File: src/rtl/sclk_gen.sv
// Serial-clock generator: programmable half-period, idle polarity and burst length with edge strobes and busy/done.
// Optional free-run/abort support is enabled by defining SCLK_GEN_FREERUN_EN.
module sclk_gen #(
  parameter int unsigned DIV_W = 8,
  parameter int unsigned CNT_W = 6
) (
  input  logic             clk,
  input  logic             reset,
  input  logic             start,
  input  logic             stop,
  input  logic             cpol,
  input  logic [DIV_W-1:0] divisor,
  input  logic [CNT_W-1:0] cycles,
  output logic             sclk,
  output logic             sclkPosEdge,
  output logic             sclkNegEdge,
  output logic             busy,
  output logic             done
);

  localparam int unsigned TGL_W = CNT_W + 1;

  typedef enum logic {
    IDLE = 1'b0,
    RUN  = 1'b1
  } state_t;

  state_t           state;
  logic [DIV_W-1:0] div_q;
  logic [DIV_W-1:0] hcnt;
  logic [CNT_W-1:0] cycles_q;
  logic             cpol_q;
  logic [TGL_W-1:0] tcnt;

  logic             half_end_c;
  logic             last_tgl_c;
  logic             abort_c;
  logic             end_c;

  assign half_end_c = (hcnt == div_q);

  // Compare before increment: 2*cycles-1 wraps to all-ones for cycles=0, so 2^(CNT_W+1) toggles never overflow
`ifdef SCLK_GEN_FREERUN_EN
  logic abort_q;

  assign last_tgl_c = (cycles_q != '0) && (tcnt == ({cycles_q, 1'b0} - TGL_W'(1)));
  assign abort_c    = abort_q | stop;
`else
  logic unused_stop;

  assign unused_stop = stop;
  assign last_tgl_c  = (tcnt == ({cycles_q, 1'b0} - TGL_W'(1)));
  assign abort_c     = 1'b0;
`endif

  // An abort only ends the burst on a toggle that lands back on the idle level
  assign end_c = last_tgl_c | (abort_c & (sclk != cpol_q));

  always_ff @(posedge clk) begin
    if (reset) begin
      state       <= IDLE;
      div_q       <= '0;
      hcnt        <= '0;
      cycles_q    <= '0;
      cpol_q      <= 1'b0;
      tcnt        <= '0;
      sclk        <= 1'b0;
      sclkPosEdge <= 1'b0;
      sclkNegEdge <= 1'b0;
      busy        <= 1'b0;
      done        <= 1'b0;
`ifdef SCLK_GEN_FREERUN_EN
      abort_q     <= 1'b0;
`endif
    end else begin
      sclkPosEdge <= 1'b0;
      sclkNegEdge <= 1'b0;
      done        <= 1'b0;
      case (state)
        IDLE: begin
          sclk <= cpol;
          if (start) begin
            state    <= RUN;
            div_q    <= divisor;
            cpol_q   <= cpol;
            cycles_q <= cycles;
            hcnt     <= '0;
            tcnt     <= '0;
            busy     <= 1'b1;
`ifdef SCLK_GEN_FREERUN_EN
            abort_q  <= 1'b0;
`endif
          end
        end
        RUN: begin
`ifdef SCLK_GEN_FREERUN_EN
          if (stop) begin
            abort_q <= 1'b1;
          end
`endif
          if (half_end_c) begin
            sclk        <= ~sclk;
            sclkPosEdge <= ~sclk;
            sclkNegEdge <= sclk;
            hcnt        <= '0;
            tcnt        <= tcnt + TGL_W'(1);
            if (end_c) begin
              done  <= 1'b1;
              busy  <= 1'b0;
              state <= IDLE;
            end
          end else begin
            hcnt <= hcnt + DIV_W'(1);
          end
        end
      endcase
    end
  end

endmodule

File: config.mk
export PLATFORM = sky130hd
export DESIGN_NAME = sclk_gen
export DESIGN_NICKNAME = d
export VERILOG_FILES = /design/src/rtl/sclk_gen.sv
export SDC_FILE = /design/constraint.sdc
export NUM_CORES = 1
export LEC_CHECK = 0
export ABC_AREA = 1
export CORE_MARGIN = 5
export CORE_UTILIZATION = 55
export DETAILED_ROUTE_END_ITERATION = 16
export PLACE_DENSITY_LB_ADDON = 0.1
export SLEW_MARGIN = 10
export SYNTH_ARGS = -nofsm -noshare
export SYNTH_HDL_FRONTEND = slang
export SYNTH_SLANG_ARGS = --single-unit
File: constraint.sdc
create_clock -name clk -period 3.42 [get_ports clk]
set_input_delay 0.855 -clock clk [delete_from_list [all_inputs] [get_ports clk]]
set_output_delay 0.855 -clock clk [all_outputs]
set_load 0.05 [all_outputs]
==> results.toml, run 1 <==
[run_status]
status = "finished clean"

[cts]
clkTransAtPathRegs_ps = 110
cts_setup_buffers = 0
ctsResizeCount = 0
cts_made_buffers = 5
clockRootBuffer = "clkbuf_4"
cts_tree = "yes"
cts.htree.levels = 2
clk_latency_ps = 340
cts_buffer_depth = 2
cts_hold_buf = 0
numClockSinks = 35

[synthesis]
syn_area_per_cell_um2 = 6.90
syn_area_um2 = 1950
ys_async_sr_fraction = 0
yosys.area.top_type = "dfxtp_1"
ys_warn_count = 0
synth_nets = 304
synth_top_area_share = 0.360
synth-seq-area-share = 0.360
yosys-top-cells-area = "dfxtp_1 (36%), nand2_1 (12%), nand3_1 (7.5%)"
synth_flop_cell = "dfxtp_1"
ys_ff_latch = 35
netlist_instances = 282
synth_edf_count = 0
synth_cell_types = 29

[final_layout]
syn_to_final_growth_pct = 15.5
layout_commonest_cell = "nand2_1"
instances_no_fill = 350
utilization = 0.663
fin_nets = 325
final_cell_mix = "nand2_1 (63), dfxtp_1 (35), nand3_1 (29)"
fin_area_um2 = 2250
n_antenna_cell = 0
regArea_um2 = 701
layout-drive-gt1-share = 0.122
multiInputGateArea_um2 = 1040
fillCellCount = 313

[grt]
grt_first_pass_wirelength_um = 6810
first_global_vias = 1510
antenna_found_initial = 0
grt_usage = 0.173
grt_max_degree = 21
grt-ovfl-total = 0

[critical_path]
path_class = "flip-flop to output port"
r2r_setup_slack_ps = 1740
slowest_stage = "clkdlybuf4s50_1"
critPathLaunchType = "flip-flop"
crit_end = "sclk"
cpPeakStageDelay_ps = 840
r2r_cells = 6
path_cells = "clkdlybuf4s50_1"
worstSetupEndpointType = "output port"
cp_max_fo = 5
crit_buf_inv = 1
crit_cells = 1
cp_data_required_time_ps = 2560
cpLargestDelayFamily = "buffers and inverters"
worstPathArrival_ps = 1620
regToRegStartpoint = "state$_SDFF_PP0_"
crit_start = "sclk$_SDFFE_PP0P_"
r2r_end = "tcnt[6]$_SDFFE_PP0P_"

[floorplanning]
initial_core_util = 0.574
die_width_um = 69.5
pin_count = 24
rows = 21
dieHeight_um = 69.5
fp.coreArea_um2 = 3390
die-area_um2 = 4830

[power_and_ir_drop]
p_total_mw = 0.883
ir_drop_mv = 0.257
p_leak_nw = 0.962
p_per_area_nw_per_um2 = 393

[drt]
highest_layer = "met4"
postRouteAntennaNets = 0
wl_per_cell_um = 11.4
firstDrtPassIters = 4
dr_wl_met2_um = 1800
drc = 0
wirelength_um = 4000
wl_met1_um = 1890
vias = 1755
wl_met3_um = 258
drt_iter0_drc = 130
vias_per_cell = 5.01

[placed_design]
place_congestion = 0.901
dp_slack_ps = 1010
dp_cells = 342
hpwl_um = 2890
dpl-instance-area_um2 = 2180
portBuffers = 22

[worst_hold_path]
holdCritPathClass = "flip-flop to flip-flop"

[timing]
hold_viol = 0
setup_viol = 0
min_period_ps = 2470
tightest_slew_ps = 651
rsz0062_at_grt = "false"
slew_viol_final = 0
skew_ps = 5.69
timing.slew.headroom = 0.565
fmax_mhz = 405
fin_ws_ps = 948
tns_ps = 0
finalCritPeriodShare = 0.723
fin_hold_ws_ps = 484

[job]
max_cap_viol_count = 0
==> registers in the layout (all words and copies together), names as in the netlist <==
signal       count
busy             1
div_q            8
state            1
sclkNegEdge      1
done             1
sclkPosEdge      1
sclk             1
cycles_q         6
tcnt             7
hcnt             8
==> power breakdown <==
group / switching, mW / internal [mW] / leakage, nW
Combinational: 0.107 / 0.0724 / 0.638
Clock: 0.138 / 0.121 / 0.0386
Sequential: 0.0171 / 0.427 / 0.286
Total: 0.263 / 0.620 / 0.962
==> worst min path at each step <==
stage                                  start                  endpoint  slack, ps  cells past startpoint
floorplan           cycles_q[5]$_SDFFE_PP0P_  cycles_q[5]$_SDFFE_PP0P_        440                      2
global placement    cycles_q[5]$_SDFFE_PP0P_  cycles_q[5]$_SDFFE_PP0P_        460                      2
detailed placement  cycles_q[5]$_SDFFE_PP0P_  cycles_q[5]$_SDFFE_PP0P_        470                      2
CTS                 cycles_q[5]$_SDFFE_PP0P_  cycles_q[5]$_SDFFE_PP0P_        480                      2
global route        cycles_q[5]$_SDFFE_PP0P_  cycles_q[5]$_SDFFE_PP0P_        500                      2
finish              cycles_q[5]$_SDFFE_PP0P_  cycles_q[5]$_SDFFE_PP0P_        480                      2
==> cells in the mapped netlist, types with 2 or more instances <==
cell type and count:
nand3_1 29, dfxtp_1 35, nand2_4 2, buf_2 6
xnor2_1 5, nor2_4 3, buf_6 2, inv_1 24
nand2_2 3, nand2_1 63, a21oi_1 25, nor2_1 26
o21ai_0 3, ha_1 3, clkbuf_1 2, o21ai_1 18
inv_2 10, xor2_1 5, nor2_2 3, nand4_1 6
==> per-layer routing <==
| layer | global-route usage | up-vias |
|---|---|---|
| met3 | 0.0464 | 6 |
| li1 | - | 950 |
| met5 | 0 | - |
| met4 | 0.0586 | 0 |
| met2 | 0.272 | 31 |
| met1 | 0.227 | 768 |
==> cells by family (layout without fill, tap and decap cells) <==
| family | count (synthesis) | after routing | share of synthesized area |
|---|---|---|---|
| AOI/OAI and AO/OA | 47 | 47 | 0.122 |
| xor gates and xnor gates | 11 | 11 | 0.0533 |
| adders and majority gates | 3 | 3 | 0.0193 |
| buffers and inverters | 46 | 68 | 0.103 |
| DFF | 35 | 35 | 0.360 |
| and+or+nand+nor | 140 | 140 | 0.342 |
==> final cells by class <==
cell class,instances,share of cell area
Multi-Input combinational cell,201,0.465
Sequential cell,35,0.312
Timing Repair Buffer,25,0.108
Inverter,35,0.0595
Clock buffer,8,0.0306
Tap cell,46,0.0256
Power figures use the tool's default switching activity.
==> inputs of run 2 (changes only) <==
--- a/config.mk
+++ b/config.mk
@@ -7,7 +7,7 @@
 export LEC_CHECK = 0
 export ABC_AREA = 1
 export CORE_MARGIN = 5
-export CORE_UTILIZATION = 55
+export CORE_UTILIZATION = 50
 export DETAILED_ROUTE_END_ITERATION = 16
 export PLACE_DENSITY_LB_ADDON = 0.1
 export SLEW_MARGIN = 10
==> constraint.sdc (replaced) <==
create_clock -name clk -period 2.09 [get_ports clk]
set_input_delay 0.5225 -clock clk [delete_from_list [all_inputs] [get_ports clk]]
set_output_delay 0.5225 -clock clk [all_outputs]
set_load 0.05 [all_outputs]
==> run 2 against run 1 <==
Highest routed layer unchanged; final cell count increased by 1.4%; wire length increased by 4.0%; critical path depth did not move.
==> results.toml, run 2 (synthesis results as in run 1) <==
[final_layout]
syn_to_final_growth_pct = 18.3
utilization = 0.620
layout-drive-gt1-share = 0.134
n_antenna_cell = 0
fin_nets = 328
final_cell_mix = "nand2_1 (63), dfxtp_1 (35), nand3_1 (29)"
reg_top3 = "div_q: 8 flops, hcnt: 8 flops, tcnt: 7 flops"
layout_commonest_cell = "nand2_1"

[cts]
cts_hold_buf = 0
clockRootBuffer = "clkbuf_8"
cts_tree = "yes"
cts.htree.levels = 2
cts_setup_buffers = 0
clk_latency_ps = 290
ctsResizeCount = 0
cts_buffer_depth = 2
clkTransAtPathRegs_ps = 70
cts_made_buffers = 5
numClockSinks = 35

[critical_path]
crit_buf_inv = 1
cp_data_required_time_ps = 1570
crit_end = "busy"
r2r_setup_slack_ps = 550
slowest_stage = "clkdlybuf4s50_1"
worstSetupEndpointType = "output port"
r2r_cells = 12
critPathLaunchType = "flip-flop"
worstPathArrival_ps = 1420
cp_max_fo = 2
crit_cells = 1
path_cells = "clkdlybuf4s50_1"
r2r_end = "busy$_SDFFE_PP0P_"
crit_start = "busy$_SDFFE_PP0P_"
cpLargestDelayFamily = "buffers and inverters"
cpPeakStageDelay_ps = 800
path_class = "flip-flop to output port"
regToRegStartpoint = "cycles_q[0]$_SDFFE_PP0P_"

[grt]
antenna_found_initial = 0
grt_first_pass_wirelength_um = 6950
grt_usage = 0.170
grt_max_degree = 21
first_global_vias = 1519
grt-ovfl-total = 0

[power_and_ir_drop]
p_per_area_nw_per_um2 = 679
p_leak_nw = 0.992
p_total_mw = 1.56
ir_drop_mv = 0.409

[worst_hold_path]
holdCritPathClass = "flip-flop to flip-flop"
whs_path_depth = 2

[timing]
rsz0062_at_grt = "false"
fmax_mhz = 515
finalCritPeriodShare = 0.929
slew_viol_final = 0
setup_viol = 0
timing.slew.headroom = 0.534
tightest_slew_ps = 698
fin_ws_ps = 149
hold_viol = 0
skew_ps = 6.06
min_period_ps = 1940
tns_ps = 0

[drt]
wirelength_um = 4160
postRouteAntennaNets = 0
firstDrtPassIters = 4
drc = 0
wl_per_cell_um = 11.7
vias = 1782
drt_iter0_drc = 86
vias_per_cell = 5.02

[floorplanning]
pin_count = 24
dieHeight_um = 72.4
fp.coreArea_um2 = 3720
die-area_um2 = 5240
die_width_um = 72.4
initial_core_util = 0.524
rows = 22

[job]
max_cap_viol_count = 0

[placed_design]
dp_slack_ps = 221
hpwl_um = 3060
portBuffers = 22
place_congestion = 0.878

[run_status]
status = "finished clean"
[run 2: routing by layer]
layer | wire length (um) | track usage
met3 | 393 | 0.0512
met1 | 2040 | 0.244
met2 | 1660 | 0.240
met5 | 0 | 0
met4 | 64 | 0.0574
[run 2: worst min path at each step]
stage                                        start  slack [ps]                       end
final                     cycles_q[5]$_SDFFE_PP0P_         480  cycles_q[5]$_SDFFE_PP0P_
after global routing             busy$_SDFFE_PP0P_         510         busy$_SDFFE_PP0P_
after CTS                 cycles_q[5]$_SDFFE_PP0P_         480  cycles_q[5]$_SDFFE_PP0P_
after global placement    cycles_q[5]$_SDFFE_PP0P_         460  cycles_q[5]$_SDFFE_PP0P_
after detailed placement  cycles_q[5]$_SDFFE_PP0P_         470  cycles_q[5]$_SDFFE_PP0P_
after floorplan           cycles_q[5]$_SDFFE_PP0P_         440  cycles_q[5]$_SDFFE_PP0P_
[run 2: cell type report]
cell class / count / area (um^2)
Fill cell: 353 / 1410
Inverter: 35 / 134
Timing Repair Buffer: 28 / 263
Clock buffer: 8 / 100
Sequential cell: 35 / 701
Tap cell: 48 / 60.1
Multi-Input combinational cell: 201 / 1040
[run 2: power by group]
| part | internal [mW] | switching, mW | total [mW] |
|---|---|---|---|
| clock network | 0.301 | 0.238 | 0.539 |
| logic | 0.121 | 0.174 | 0.295 |
| registers | 0.698 | 0.0323 | 0.731 |
[run 2: per-stage QoR]
stage,hold WS [ps],cell area (um^2),instances
after floorplan,444,1950,282
after global placement,463,2200,347
after detailed placement,470,2200,347
after CTS,481,2300,355
after global routing,507,2300,355
final,478,2300,355
